**src/rtl/pipeline_stall_controller_if.sv**
```systemverilog
// Pipeline stall/flush control bundle: fetch/memory handshakes and hazard
// requests in, per-stage register enables and PC redirect out.
interface pipeline_stall_controller_if;
  // Requests from the pipeline
  logic        imem_read;
  logic        imem_resp;
  logic        dmem_access;
  logic        dmem_resp;
  logic        load_use_hazard;
  logic        branch_taken_EX;
  logic [31:0] branch_target;
  // Controls back to the pipeline
  logic        load_pc;
  logic        pc_redirect;
  logic [31:0] redirect_pc;
  logic        load_if_id;
  logic        load_id_ex;
  logic        load_ex_mem;
  logic        load_mem_wb;
  logic        flush_if_id;
  logic        flush_id_ex;
  logic        bubble_id_ex;

  // Pipeline datapath side
  modport master (
    output imem_read, imem_resp, dmem_access, dmem_resp, load_use_hazard,
           branch_taken_EX, branch_target,
    input  load_pc, pc_redirect, redirect_pc, load_if_id, load_id_ex, load_ex_mem,
           load_mem_wb, flush_if_id, flush_id_ex, bubble_id_ex
  );

  // Stall controller side
  modport slave (
    input  imem_read, imem_resp, dmem_access, dmem_resp, load_use_hazard,
           branch_taken_EX, branch_target,
    output load_pc, pc_redirect, redirect_pc, load_if_id, load_id_ex, load_ex_mem,
           load_mem_wb, flush_if_id, flush_id_ex, bubble_id_ex
  );
endinterface

```
**src/rtl/pipeline_stall_controller.sv**
```systemverilog
// Central stall/flush sequencer for a 5-stage pipeline. Merges D-miss freeze,
// taken branches, I-miss stalls and load-use bubbles into per-stage controls,
// remembers a redirect that arrived while a fetch was still outstanding, and
// keeps saturating stall/branch counters.
module pipeline_stall_controller #(
  parameter int unsigned CNT_WIDTH = 32
) (
  input  logic                     clk,
  input  logic                     rst,
  pipeline_stall_controller_if.slave bus_io,
  output logic [CNT_WIDTH-1:0]     stall_cycles,
  output logic [CNT_WIDTH-1:0]     branch_count
);

  typedef enum logic [0:0] {StRun, StSquash} state_e;

  state_e                 state_q, state_d;
  logic [31:0]            pending_target_q, pending_target_d;
  logic [CNT_WIDTH-1:0]   stall_cnt_q, branch_cnt_q;
  logic                   mem_stall, fetch_stall;
  logic                   branch_accept;

  assign mem_stall   = bus_io.dmem_access & ~bus_io.dmem_resp;
  assign fetch_stall = bus_io.imem_read & ~bus_io.imem_resp;

  // Priority decode of stall/flush sources into stage controls and next state
  always_comb begin
    bus_io.load_pc      = 1'b0;
    bus_io.pc_redirect  = 1'b0;
    bus_io.redirect_pc  = pending_target_q;
    bus_io.load_if_id   = 1'b0;
    bus_io.load_id_ex   = 1'b0;
    bus_io.load_ex_mem  = 1'b0;
    bus_io.load_mem_wb  = 1'b0;
    bus_io.flush_if_id  = 1'b0;
    bus_io.flush_id_ex  = 1'b0;
    bus_io.bubble_id_ex = 1'b0;
    state_d             = state_q;
    pending_target_d    = pending_target_q;
    branch_accept       = 1'b0;

    if (rst) begin
      // All controls stay low; registers are cleared at the edge
    end else if (mem_stall) begin
      // Global freeze: EX re-presents any branch once the miss clears
    end else begin
      bus_io.load_ex_mem = 1'b1;
      bus_io.load_mem_wb = 1'b1;
      if (bus_io.branch_taken_EX && fetch_stall) begin
        // Cannot redirect mid-fetch: squash younger work and park the target
        bus_io.load_if_id  = 1'b1;
        bus_io.flush_if_id = 1'b1;
        bus_io.load_id_ex  = 1'b1;
        bus_io.flush_id_ex = 1'b1;
        pending_target_d   = bus_io.branch_target;
        state_d            = StSquash;
        branch_accept      = 1'b1;
      end else if (bus_io.branch_taken_EX) begin
        bus_io.load_pc     = 1'b1;
        bus_io.pc_redirect = 1'b1;
        bus_io.redirect_pc = bus_io.branch_target;
        bus_io.load_if_id  = 1'b1;
        bus_io.flush_if_id = 1'b1;
        bus_io.load_id_ex  = 1'b1;
        bus_io.flush_id_ex = 1'b1;
        branch_accept      = 1'b1;
      end else if (state_q == StSquash) begin
        bus_io.load_if_id  = 1'b1;
        bus_io.flush_if_id = 1'b1;
        bus_io.load_id_ex  = 1'b1;
        if (!fetch_stall) begin
          // Wrong-path fetch has returned; now safe to redirect
          bus_io.load_pc     = 1'b1;
          bus_io.pc_redirect = 1'b1;
          state_d            = StRun;
        end
      end else if (bus_io.load_use_hazard) begin
        bus_io.load_id_ex   = 1'b1;
        bus_io.bubble_id_ex = 1'b1;
      end else if (fetch_stall) begin
        bus_io.load_if_id  = 1'b1;
        bus_io.flush_if_id = 1'b1;
        bus_io.load_id_ex  = 1'b1;
      end else begin
        bus_io.load_pc    = 1'b1;
        bus_io.load_if_id = 1'b1;
        bus_io.load_id_ex = 1'b1;
      end
    end
  end

  // Sequencer state and parked redirect target
  always_ff @(posedge clk) begin
    if (rst) begin
      state_q          <= StRun;
      pending_target_q <= 32'h0;
    end else begin
      state_q          <= state_d;
      pending_target_q <= pending_target_d;
    end
  end

  // Saturating performance counters
  always_ff @(posedge clk) begin
    if (rst) begin
      stall_cnt_q  <= '0;
      branch_cnt_q <= '0;
    end else begin
      if (!bus_io.load_pc && (stall_cnt_q != '1)) begin
        stall_cnt_q <= stall_cnt_q + 1'b1;
      end
      if (branch_accept && (branch_cnt_q != '1)) begin
        branch_cnt_q <= branch_cnt_q + 1'b1;
      end
    end
  end

  assign stall_cycles = stall_cnt_q;
  assign branch_count = branch_cnt_q;

endmodule

```
**src/flat_wrapper.sv**
```systemverilog
// flat-port wrapper written by rule: the top's interface ports become plain ports
module pipeline_stall_controller_flat 
#(
  parameter int unsigned CNT_WIDTH = 32
)
  (clk, rst, stall_cycles, branch_count, bus_io_imem_read, bus_io_imem_resp, bus_io_dmem_access, bus_io_dmem_resp, bus_io_load_use_hazard, bus_io_branch_taken_EX, bus_io_branch_target, bus_io_load_pc, bus_io_pc_redirect, bus_io_redirect_pc, bus_io_load_if_id, bus_io_load_id_ex, bus_io_load_ex_mem, bus_io_load_mem_wb, bus_io_flush_if_id, bus_io_flush_id_ex, bus_io_bubble_id_ex);
  pipeline_stall_controller_if bus_io_i ();
  input  logic clk;
  input  logic rst;
  output logic [CNT_WIDTH-1:0] stall_cycles;
  output logic [CNT_WIDTH-1:0] branch_count;
  input wire logic [$bits(bus_io_i.imem_read)-1:0] bus_io_imem_read;
  input wire logic [$bits(bus_io_i.imem_resp)-1:0] bus_io_imem_resp;
  input wire logic [$bits(bus_io_i.dmem_access)-1:0] bus_io_dmem_access;
  input wire logic [$bits(bus_io_i.dmem_resp)-1:0] bus_io_dmem_resp;
  input wire logic [$bits(bus_io_i.load_use_hazard)-1:0] bus_io_load_use_hazard;
  input wire logic [$bits(bus_io_i.branch_taken_EX)-1:0] bus_io_branch_taken_EX;
  input wire logic [$bits(bus_io_i.branch_target)-1:0] bus_io_branch_target;
  output wire logic [$bits(bus_io_i.load_pc)-1:0] bus_io_load_pc;
  output wire logic [$bits(bus_io_i.pc_redirect)-1:0] bus_io_pc_redirect;
  output wire logic [$bits(bus_io_i.redirect_pc)-1:0] bus_io_redirect_pc;
  output wire logic [$bits(bus_io_i.load_if_id)-1:0] bus_io_load_if_id;
  output wire logic [$bits(bus_io_i.load_id_ex)-1:0] bus_io_load_id_ex;
  output wire logic [$bits(bus_io_i.load_ex_mem)-1:0] bus_io_load_ex_mem;
  output wire logic [$bits(bus_io_i.load_mem_wb)-1:0] bus_io_load_mem_wb;
  output wire logic [$bits(bus_io_i.flush_if_id)-1:0] bus_io_flush_if_id;
  output wire logic [$bits(bus_io_i.flush_id_ex)-1:0] bus_io_flush_id_ex;
  output wire logic [$bits(bus_io_i.bubble_id_ex)-1:0] bus_io_bubble_id_ex;
  assign bus_io_i.imem_read = bus_io_imem_read;
  assign bus_io_i.imem_resp = bus_io_imem_resp;
  assign bus_io_i.dmem_access = bus_io_dmem_access;
  assign bus_io_i.dmem_resp = bus_io_dmem_resp;
  assign bus_io_i.load_use_hazard = bus_io_load_use_hazard;
  assign bus_io_i.branch_taken_EX = bus_io_branch_taken_EX;
  assign bus_io_i.branch_target = bus_io_branch_target;
  assign bus_io_load_pc = bus_io_i.load_pc;
  assign bus_io_pc_redirect = bus_io_i.pc_redirect;
  assign bus_io_redirect_pc = bus_io_i.redirect_pc;
  assign bus_io_load_if_id = bus_io_i.load_if_id;
  assign bus_io_load_id_ex = bus_io_i.load_id_ex;
  assign bus_io_load_ex_mem = bus_io_i.load_ex_mem;
  assign bus_io_load_mem_wb = bus_io_i.load_mem_wb;
  assign bus_io_flush_if_id = bus_io_i.flush_if_id;
  assign bus_io_flush_id_ex = bus_io_i.flush_id_ex;
  assign bus_io_bubble_id_ex = bus_io_i.bubble_id_ex;
  pipeline_stall_controller #(.CNT_WIDTH(CNT_WIDTH)) u_core (.clk(clk), .rst(rst), .bus_io(bus_io_i), .stall_cycles(stall_cycles), .branch_count(branch_count));
endmodule
```
**config.mk**
```make
export PLATFORM = sky130hd
export DESIGN_NAME = pipeline_stall_controller_flat
export DESIGN_NICKNAME = d
export VERILOG_FILES = /design/src/rtl/pipeline_stall_controller_if.sv /design/src/rtl/pipeline_stall_controller.sv /design/src/flat_wrapper.sv
export SDC_FILE = /design/constraint.sdc
export NUM_CORES = 1
export LEC_CHECK = 0
export ABC_AREA = 1
export BUFFER_PORTS_ARGS = -buffer_cell sky130_fd_sc_hd__buf_2
export CORE_MARGIN = 1.5
export CORE_UTILIZATION = 30
export DETAILED_ROUTE_END_ITERATION = 8
export GPL_TIMING_DRIVEN = 0
export SLEW_MARGIN = 20
export SYNTH_ARGS = -nofsm -noshare
export SYNTH_HDL_FRONTEND = slang
export SYNTH_SLANG_ARGS = --single-unit
```
**constraint.sdc**
```tcl
create_clock -name clk -period 2.55 [get_ports clk]
set_clock_uncertainty 0.15 [all_clocks]
set_input_delay 0.51 -clock clk [delete_from_list [all_inputs] [get_ports clk]]
set_output_delay 0.51 -clock clk [all_outputs]
set_load 0.02 [all_outputs]
```
# After elaboration in Yosys (flattened, before gate mapping)
# Cells that the tools add are included.
op_classes:
  n_addsub: 2
  eq_ne: 3
  n_mux: 44
  bitwise_logic: 5
  reduce_logical: 6
ops:
  columns: ["cell", "count"]
  rows:
  - ["two-way mux 32 bit", 4]
  - ["adder 32 x 1 -> 32 bit (second input constant)", 2]
  - ["!= test 32 bit (second input constant)", 2]
  - ["two-way mux 1 bit", 40]
  - ["AND reduction 2 bit", 2]
  - ["logical AND 1 bit", 3]
  - ["NOT 1 bit", 3]
  - ["AND 1 bit", 2]
  - ["!= test 2 x 1 -> 1 bit (second input constant)", 1]
  - ["logical NOT 1 bit", 1]
word_totals:
  regBits: 97
  output_inout_bits: 105
  wordCells: 64

# Longest topological paths before layout
# Gate-level depths: netlist (run 1).
depth:
  word_depth: 11
  mapped_depth: 11

# Worst setup path before layout (run 1)
# Ideal clock, no wire load.
synth_timing:
  path_type: "input to output"
  startpoint: "input rst"
  endpoint: "output bus_io_redirect_pc[4]"
  arrival_time_ns: 1.995
  required_time_ns: 1.890
  setup_slack_ns: -0.105
  path_stages: 7
  cell_sequence: "buf_2 nor2_2 inv_2 nor2_8 nand2_2 buf_6 mux2_1"
synth_between:
  elab_chain_len: 1
synth_lines:
  columns: ["element", "line", "source"]
  rows:
  - ["start: declaration", "flat_wrapper.sv:9", "input logic rst;"]
  - ["two-way mux 32 bit", "pipeline_stall_controller.sv:42", "if (rst) begin"]
  - ["end: declaration", "flat_wrapper.sv:21", "output wire logic [$bits(bus_io_i.redirect_pc)-1:0] bus_io_redirect_pc;"]
# No other way between the ends.

# Final worst setup path (run 1)
layout_timing:
  startpoint: "input bus_io_dmem_resp"
  endpoint: "output bus_io_redirect_pc[21]"
layout_between:
  elab_chain_len: 4
layout_lines:
  columns: ["element", "line", "source"]
  rows:
  - ["start: declaration", "flat_wrapper.sv:15", "input wire logic [$bits(bus_io_i.dmem_resp)-1:0] bus_io_dmem_resp;"]
  - ["NOT 1 bit", "pipeline_stall_controller.sv:23", "assign mem_stall = bus_io.dmem_access & ~bus_io.dmem_resp;"]
  - ["AND 1 bit", "pipeline_stall_controller.sv:23", null]
  - ["two-way mux 32 bit", "pipeline_stall_controller.sv:44", "end else if (mem_stall) begin"]
  - ["two-way mux 32 bit", "pipeline_stall_controller.sv:42", null]
# No other way between the ends.

==> summary.txt, run 1 <==
Timing
  – Max_slew headroom: 44.06%
  – Min cycle time layout: 2456 ps
  – Least-Margin Pin Slew: 839.1 ps
  – Setup ws final: 93.98 ps
  – Final setup TNS: 0 ps
  – Final setup viols: 0
  – Achievable frequency: 407.2 MHz
  – Slew Limit Fails: 0
  – Final Hold Fails: 0
  – Unrepaired setup endpoints after global routing: no
  – Fin crit share: 96.31%

Worst setup path
  – Worst path max stage delay: 350 ps
  – CP arrival: 1800 ps
  – CP Cell Sequence: buf_2 > nor2_4 > nor2_4 > inv_4 > nor2_8 > nand2_4 > buf_6 > mux2_2 > buf_2
  – CP Class: input port to output pin
  – Worst-path maximum fanout: 10
  – CP max stage cell: mux2_2
  – WP data required: 1890 ps
  – CP startpoint kind: input port
  – CP Capture Type: output pin

Pwr
  – Internal: 2497 uW
  – Power density over the cells: 462.6 nW/um2
  – Clk pwr share: 41.5%
  – Worst VDD drop: 281.5 uV
  – Combinational fraction of design power: 12.2%
  – Switching share of power: 26.30%
  – NetSw: 891.3 uW
  – Part of the power in registers: 46.2%
  – Leak: 0.003142 uW

Yosys
  – Synth unique cells: 29
  – Yosys warnings: 0
  – Synth top area share: 32.70%
  – Top post-synthesis cells by area: dfxtp_1 33%, nand2_1 17%, nor2_1 12%, mux2_2 5.9%, inv_1 4.0%
  – Sequential share of the synthesized area: 32.70%
  – Gate Count Post-Synth: 893
  – Mapped Area: 5938 um2
  – Syn_nets: 935
  – Synth area leader: dfxtp_1
  – Synth Register Bits: 97
  – Syn_area_per_cell: 6.650 um2

Routing
  – DR pass1 iterations: 4
  – Detailed Route Iter0 Violations: 232
  – Average wire per standard cell: 12.51 um
  – Final WL: 16500 um
  – Vias per std cell: 4.452
  – DR DRC count: 0
  – Via count: 5872
  – Post-route antenna net violation count: 0

CTS
  – Clock transition at path regs: 70 ps
  – CTS max path bufs: 2
  – CTS H-Tree Depth: 3
  – Worst-Skew Late Latency: 350 ps
  – Num CTS Buffers: 9
  – Cts hold-fix bufs: 0
  – CTS tree: done
  – Master cell of the clock root buffer: clkbuf_16
  – Clk sink count: 97

Die
  – Floorplan Core Area: 19460 um2
  – Height of the die: 143.7 um
  – IO Pins: 145
  – Initial Util: 30.51%
  – # rows: 51
  – Die area: 20650 um2
  – Die W: 143.7 um

Placement
  – I/O Buffers: 143
  – Post-placement cell count: 1301
  – DP HPWL: 12830 um
  – Setup slack at placement: -254.3 ps
  – Placed inst area: 6990 um2
  – RePlAce Congestion: 0.8974

Worst hold path
  – Min-Delay Path Class: input port to register

Final layout
  – Final #Nets: 1091
  – Non-filler instance count after layout: 1319
  – Layout cells sized above 1: 26.57%
  – Ant. Diodes: 0
  – Cell area after layout: 7326 um2
  – Filler cells: 2103
  – P&R area growth vs syn: 23.37%

GRT
  – GRT Overall Usage: 16.12%
  – Initial antenna violation count: 0
  – First-pass GRT wire length: 26350 um
  – Largest net degree at the start of global routing: 16
  – Vias in the first global route: 5224
  – GRT overflow: 0

Run
  – Max_cap viols: 0

Outcome
  – Outcome: completed
==> what timing repair did <==
action | in CTS | in global routing
pin swaps | 1 | 1
setup endpoints to repair | 32 | 25
resized for setup | 4 | 2
buffers inserted | 1 | 1
==> registers in the layout (all words and copies together) (netlist names) <==
signal                   cells
u_core.stall_cycles         32
u_core.branch_count         32
u_core.pending_target_q     32
u_core.state_q               1
==> path summary, 6_finish.rpt <==
check | start | endpoint | slack, ps | depth (start not counted)
setup / recovery | bus_io_dmem_resp | bus_io_redirect_pc[21] | 90 | 9
hold / removal | bus_io_branch_target[30] | u_core.pending_target_q[30] | 270 | 3
setup reg to reg | u_core.stall_cycles[0] | u_core.stall_cycles[23] | 430 | 11
hold reg to reg | u_core.state_q | u_core.state_q | 320 | 2
==> cells by family (layout without fill, tap and decap cells) <==
| kind of cell | Yosys count | count (layout) | synth area share [%] |
|---|---|---|---|
| compound gates | 92 | 92 | 9.103 |
| xor+xnor | 29 | 29 | 4.277 |
| fa+ha+maj | 2 | 2 | 0.4213 |
| buf+inv | 98 | 259 | 8.070 |
| flops | 97 | 97 | 32.70 |
| mux | 32 | 32 | 6.068 |
| simple gates | 543 | 543 | 39.36 |
==> worst max-delay path, delay by kind of cell <==
family | cells | cell delay, ps
AND/OR/NAND/NOR | 4 | 390
multiplexers | 1 | 350
buffers and inverters | 4 | 540
==> power groups by stage <==
stage | sequential, uW | clock [uW] | combinational, uW
final | 1570 | 1410 | 414
after global routing | 1570 | 1500 | 457
after CTS | 1570 | 1450 | 418
after detailed placement | 1600 | 0 | 413
after global placement | 1600 | 0 | 410
after floorplan | 1610 | 0 | 271
==> synthesized netlist by cell type, drive strengths merged <==
cell / n
nand2: 294
nor2: 202
dfxtp: 97
inv: 66
a21oi: 49
o21ai: 41
mux2: 32
nand3: 29
buf: 19
xor2: 19
clkbuf: 13
nand4: 10
xnor2: 10
nor3: 7
ha: 2
a211oi: 1
nand3b: 1
o31ai: 1
==> per-stage QoR <==
step | hold slack (ps) | power (uW) | util [%]
5_1_grt | 270.0 | 3533 | 37.64
3_5_place_dp | 316.8 | 2015 | 35.92
4_1_cts | 251.2 | 3434 | 37.56
3_3_place_gp | 307.3 | 2011 | 35.92
2_1_floorplan | 294.6 | 1876 | -
6_report | 266.4 | 3389 | 37.64
==> metal layers <==
layer,share of wire (%),track usage (%)
met3,4.6,2.732
met5,0,0
met1,48,21.48
met2,46,26.42
met4,1.1,5.156
==> final cells by class <==
cell class / count / area [um2] / share of cell area (%)
clock buffer: 12 / 246.5 / 3.365
clock inverter: 4 / 51.30 / 0.7003
multi-input combinational: 698 / 3542 / 48.35
sequential: 97 / 1942 / 26.51
timing repair buffer: 145 / 730.7 / 9.974
tap: 265 / 331.6 / 4.526
inverter: 66 / 250.2 / 3.416
buffer: 32 / 231.5 / 3.160
==> layout by cell type (no fill, tap or decap), drive strengths merged, types with 2 or more instances in the layout <==
cell type  Yosys  layout
xor2          19      19
mux2          32      32
dfxtp         97      97
xnor2         10      10
inv           66      67
o21ai         41      41
buf           19     164
nand3         29      29
nand4         10      10
nor2         202     202
ha             2       2
a21oi         49      49
nand2        294     294
nor3           7       7
clkbuf        13      25
No activity file was read; power rests on OpenSTA's default activity.
==> run 2, diff against run 1 <==
SETUP_SLACK_MARGIN = 0.1   (was not set)
SKIP_CTS_REPAIR_TIMING = 1   (was not set)
==> run 2 against run 1 <==
First-iteration DRC count grew 4.7%; clock power grew 8%; final cell count is essentially flat; register-to-register slack is essentially flat; cell area grew 0.92%; die area is the same; worst setup slack gained 55 ps; core utilization grew 0.35 points; critical path depth grew 1; critical path type unchanged; critical endpoint is now bus_io_redirect_pc[3]; largest power group unchanged.
==> summary.txt, run 2 (synthesis results as in run 1) <==
Final layout
  – Sequential cell area: 1942 um2 (unchanged)
  – Ant. Diodes: 0 (unchanged)
  – Multi-input logic area: 3556 um2 (+0.39%)
  – Layout cells sized above 1: 27.11% (+0.54 points)
  – Filler cells: 2112 (+0.43%)
  – Commonest non-fill, non-tap cells in the layout: 264 x nand2_1, 184 x nor2_1, 151 x buf_2
  – P&R area growth vs syn: 24.50%
  – Commonest non-fill, non-tap cell in the layout: nand2_1
  – Final #Nets: 1092 (+0.092%)

Routing
  – Via count: 5943 (+1.2%)
  – Average wire per standard cell: 12.62 um (+0.92%)
  – Final WL: 16660 um (+0.99%)
  – DR pass1 iterations: 5 (+1)
  – Vias per std cell: 4.502 (+1.1%)
  – Detailed Route Iter0 Violations: 243 (+4.7%)
  – Post-route antenna net violation count: 0 (unchanged)
  – DR DRC count: 0 (unchanged)

Timing
  – Unrepaired setup endpoints after global routing: yes
  – Fin crit share: 94.16% (-2.2 points)
  – Final Hold Fails: 0 (unchanged)
  – Final setup TNS: 0 ps (unchanged)
  – Max_slew headroom: 46.56% (+2.5 points)
  – WHS: 261.0 ps (-5.369 ps)
  – Least-Margin Pin Slew: 801.6 ps (-37.43 ps)
  – Min cycle time layout: 2401 ps (-54.83 ps)
  – Slew Limit Fails: 0 (unchanged)
  – Final setup viols: 0 (unchanged)
  – Achievable frequency: 416.5 MHz (+2.3%)

GRT
  – Vias in the first global route: 5304 (+1.5%)
  – Initial antenna violation count: 0 (unchanged)
  – Largest net degree at the start of global routing: 17 (+1)
  – GRT Overall Usage: 16.54% (+0.42 points)
  – GRT overflow: 0 (unchanged)
  – First-pass GRT wire length: 26830 um (+1.8%)

CTS
  – CTS max path bufs: 2 (unchanged)
  – Worst-Skew Late Latency: 360 ps (about the same)
  – CTS tree: done
  – CTS H-Tree Depth: 3 (unchanged)
  – Clock transition at path regs: 70 ps (about the same)
  – Clk sink count: 97 (unchanged)
  – Master cell of the clock root buffer: clkbuf_16
  – Num CTS Buffers: 9 (unchanged)

Pwr
  – Power density over the cells: 475.4 nW/um2 (+2.8%)
  – Worst VDD drop: 352.3 uV (+25%)
  – Leak: 0.003166 uW (+0.76%)

Outcome
  – Outcome: completed

Worst setup path
  – CP Capture Type: output pin
  – Worst-path maximum fanout: 10 (unchanged)
  – CP Class: input port to output pin
  – WP data required: 1890 ps (about the same)
  – CP startpoint kind: input port
  – CP arrival: 1740 ps (-60 ps)
  – Setup slack, reg-to-reg: 440 ps (about the same)

Die
  – Die W: 143.7 um (unchanged)
  – Initial Util: 30.51% (unchanged)
  – Die area: 20650 um2 (unchanged)
  – IO Pins: 145 (unchanged)
  – Floorplan Core Area: 19460 um2 (unchanged)
  – # rows: 51 (unchanged)
  – Height of the die: 143.7 um (unchanged)

Run
  – Max_cap viols: 0 (unchanged)

Placement
  – DP HPWL: 12830 um (about the same)
  – RePlAce Congestion: 0.8600 (-4.2%)
  – I/O Buffers: 143 (unchanged)

Worst hold path
  – Min-Delay Path Class: input port to register
## run 2: layout make-up
class / instances / share of cell area [%]
multi-input combinational: 698 / 48.10
clock inverter: 6 / 1.202
inverter: 66 / 3.385
timing repair buffer: 146 / 9.985
tap: 265 / 4.485
buffer: 32 / 3.351
clock buffer: 10 / 3.232
sequential: 97 / 26.26
## run 2: worst paths after layout
check                                         startpoint                     endpoint  cells past startpoint
worst max-delay path                  bus_io_dmem_access        bus_io_redirect_pc[3]                     10
worst min-delay path            bus_io_branch_target[18]  u_core.pending_target_q[18]                      3
worst max register to register    u_core.stall_cycles[1]      u_core.stall_cycles[23]                     11
worst min register to register            u_core.state_q               u_core.state_q                      2
## run 2: worst max-delay path, cell delays in order
cell     delay [ps]
buf_2            80
inv_1            50
nor2_4          150
nor2_4           50
inv_4           100
nor2_8           50
nand2_8          90
buf_8           150
mux2_2          340
buf_2           160
## run 2: layer usage
metal  up-vias  wire length [um]  global-route usage (%)  share of wire [%]
li1       3121                 -                       -                  -
met1      2692              8033                   22.03                 48
met2       116              7749                   27.02                 47
met3        14               694                   3.632                4.2
met4         0               187                   4.189                1.1
met5         -                 0                       0                  0
## run 2: power breakdown
part	switching, uW	leakage (uW)	internal [uW]	total [uW]
registers	22.0	0.000785	1550	1570
logic	258	0.00223	165	424
clock network	635	0.000155	889	1520
## run 2: metrics by stage
stage | util, % | worst slack [ps] | total power, uW | instances | area (um2)
2_1_floorplan | - | 122.4 | 1877 | 893 | 5948
3_3_place_gp | 35.94 | -284.4 | 2016 | 1301 | 6995
3_5_place_dp | 35.94 | -306.6 | 2020 | 1301 | 6995
4_1_cts | 37.63 | -303.4 | 3553 | 1317 | 7323
5_1_grt | 37.99 | 89.56 | 3672 | 1320 | 7393
6_report | 37.99 | 148.8 | 3515 | 1320 | 7393
==> run 3, diff against run 2 <==
TNS_END_PERCENT = 10   (was not set)
clock period = 2.48 ns   (was 2.55 ns; I/O delays follow)
==> run 3 against run 2 <==
Clock-buffer cell count grew 1; global-route usage shrank 0.50 points; sequential share of layout area shrank 0.70 points; wire length grew 0.74%; worst setup slack lost 20 ps; final cell count grew 0.38%; first-iteration DRC count shrank 5.8%; via count shrank 0.72%; worst hold slack lost 3.4 ps; core utilization grew 1.0 points; critical path type unchanged; largest power group unchanged.
==> summary.txt, run 3 (synthesis results as in run 1) <==
Timing
  – Least-Margin Pin Slew: 820.9 ps (+19.21 ps)
  – Unrepaired setup endpoints after global routing: yes
  – Final Hold Fails: 0 (unchanged)
  – Min cycle time layout: 2351 ps
  – Fin crit share: 94.81%
  – Achievable frequency: 425.3 MHz
  – Setup ws final: 128.7 ps (-20.14 ps)
  – Slew Limit Fails: 0 (unchanged)
  – Final setup viols: 0 (unchanged)
  – Max_slew headroom: 45.28% (-1.3 points)

Routing
  – Average wire per standard cell: 12.67 um (+0.36%)
  – Vias per std cell: 4.453 (-1.1%)
  – Final WL: 16790 um (+0.74%)
  – Via count: 5900 (-0.72%)
  – DR pass1 iterations: 5 (unchanged)
  – Detailed Route Iter0 Violations: 229 (-5.8%)
  – DR DRC count: 0 (unchanged)
  – Post-route antenna net violation count: 0 (unchanged)

Worst setup path
  – CP Class: input port to output pin
  – WP data required: 1830 ps (-60 ps)
  – CP Capture Type: output pin
  – CP startpoint kind: input port
  – Worst-path maximum fanout: 7 (-3)
  – CP arrival: 1710 ps (-30 ps)

Final layout
  – Final #Nets: 1097 (+0.46%)
  – P&R area growth vs syn: 27.92%
  – Commonest non-fill, non-tap cell in the layout: nand2_1
  – Non-filler instance count after layout: 1325 (+0.38%)
  – Commonest non-fill, non-tap cells in the layout: 264 x nand2_1, 184 x nor2_1, 137 x buf_2
  – Cell area after layout: 7596 um2 (+2.7%)
  – Ant. Diodes: 0 (unchanged)
  – Layout cells sized above 1: 27.45% (+0.34 points)

Placement
  – DP HPWL: 12790 um (-0.31%)
  – Placed inst area: 7008 um2 (+0.18%)
  – RePlAce Congestion: 0.8719 (+1.4%)
  – Setup slack at placement: -216.1 ps (+90.51 ps)
  – I/O Buffers: 143 (unchanged)
  – Post-placement cell count: 1301 (unchanged)

CTS
  – Master cell of the clock root buffer: clkbuf_16
  – Clk sink count: 97 (unchanged)
  – CTS H-Tree Depth: 3 (unchanged)
  – Worst-Skew Late Latency: 350 ps (about the same)
  – CTS tree: done
  – CTS max path bufs: 2 (unchanged)
  – Num CTS Buffers: 9 (unchanged)
  – Clock transition at path regs: 70 ps (about the same)

Pwr
  – Worst VDD drop: 307.6 uV (-13%)
  – Leak: 0.003256 uW (+2.8%)
  – Power density over the cells: 482.0 nW/um2 (+1.4%)

Die
  – Height of the die: 143.7 um (unchanged)
  – Initial Util: 30.51% (unchanged)
  – # rows: 51 (unchanged)
  – Die W: 143.7 um (unchanged)
  – Die area: 20650 um2 (unchanged)
  – IO Pins: 145 (unchanged)
  – Floorplan Core Area: 19460 um2 (unchanged)

GRT
  – Vias in the first global route: 5328 (+0.45%)
  – GRT Overall Usage: 16.04% (-0.50 points)
  – GRT overflow: 0 (unchanged)
  – Largest net degree at the start of global routing: 17 (unchanged)
  – First-pass GRT wire length: 26300 um (-2.0%)
  – Initial antenna violation count: 0 (unchanged)

Outcome
  – Outcome: completed

Worst hold path
  – Min-Delay Path Class: input port to register

Run
  – Max_cap viols: 0 (unchanged)
run 3: routing by layer:
layer	wire, um	GRT usage, %	vias up
li1	-	-	3137
met1	8043	21.29	2610
met2	7738	26.21	136
met3	731	2.499	17
met4	273	5.908	0
met5	0	0	-
run 3: stage by stage:
stage | hold WS [ps] | setup TNS (ps) | utilization [%] | total power, uW
CTS | 241.7 | -5967 | 37.74 | 3673
floorplan | 294.6 | 0 | - | 1933
global route | 260.4 | 0 | 39.03 | 3821
detailed placement | 316.6 | -6444 | 36.01 | 2074
finish | 257.6 | 0 | 39.03 | 3661
global placement | 306.8 | -6232 | 36.01 | 2072
run 3: final timing paths:
check | endpoint | slack [ps] | cells after the start | from
setup / recovery | bus_io_redirect_pc[24] | 130 | 10 | bus_io_dmem_access
hold reg to reg | u_core.state_q | 320 | 2 | u_core.state_q
hold / removal | u_core.pending_target_q[9] | 260 | 3 | bus_io_branch_target[9]
setup reg to reg | u_core.stall_cycles[27] | 360 | 11 | u_core.stall_cycles[0]
run 3: cell type report:
type                            count  area (um2)
Buffer                             32       249.0
Tap cell                          265       331.6
Clock inverter                      5       85.08
Sequential cell                    97        1942
Clock buffer                       11       252.7
Multi-Input combinational cell    698        3573
Fill cell                        2092       11870
Timing Repair Buffer              151       909.6
Inverter                           66       252.7
run 3: critical path, stage by stage:
cell and delay [ps]:
buf_6 80, inv_4 30, nor2_4 150, nor2_4 60
inv_4 80, nor2_8 40, nand2_8 110, buf_8 140
mux2_2 340, buf_2 160
run 3: where the power goes:
group / leakage [uW] / total, uW / switching, uW / internal (uW)
Sequential: 0.000785 / 1610 / 22.9 / 1590
Combinational: 0.00231 / 475 / 272 / 203
Clock: 0.000162 / 1570 / 630 / 945
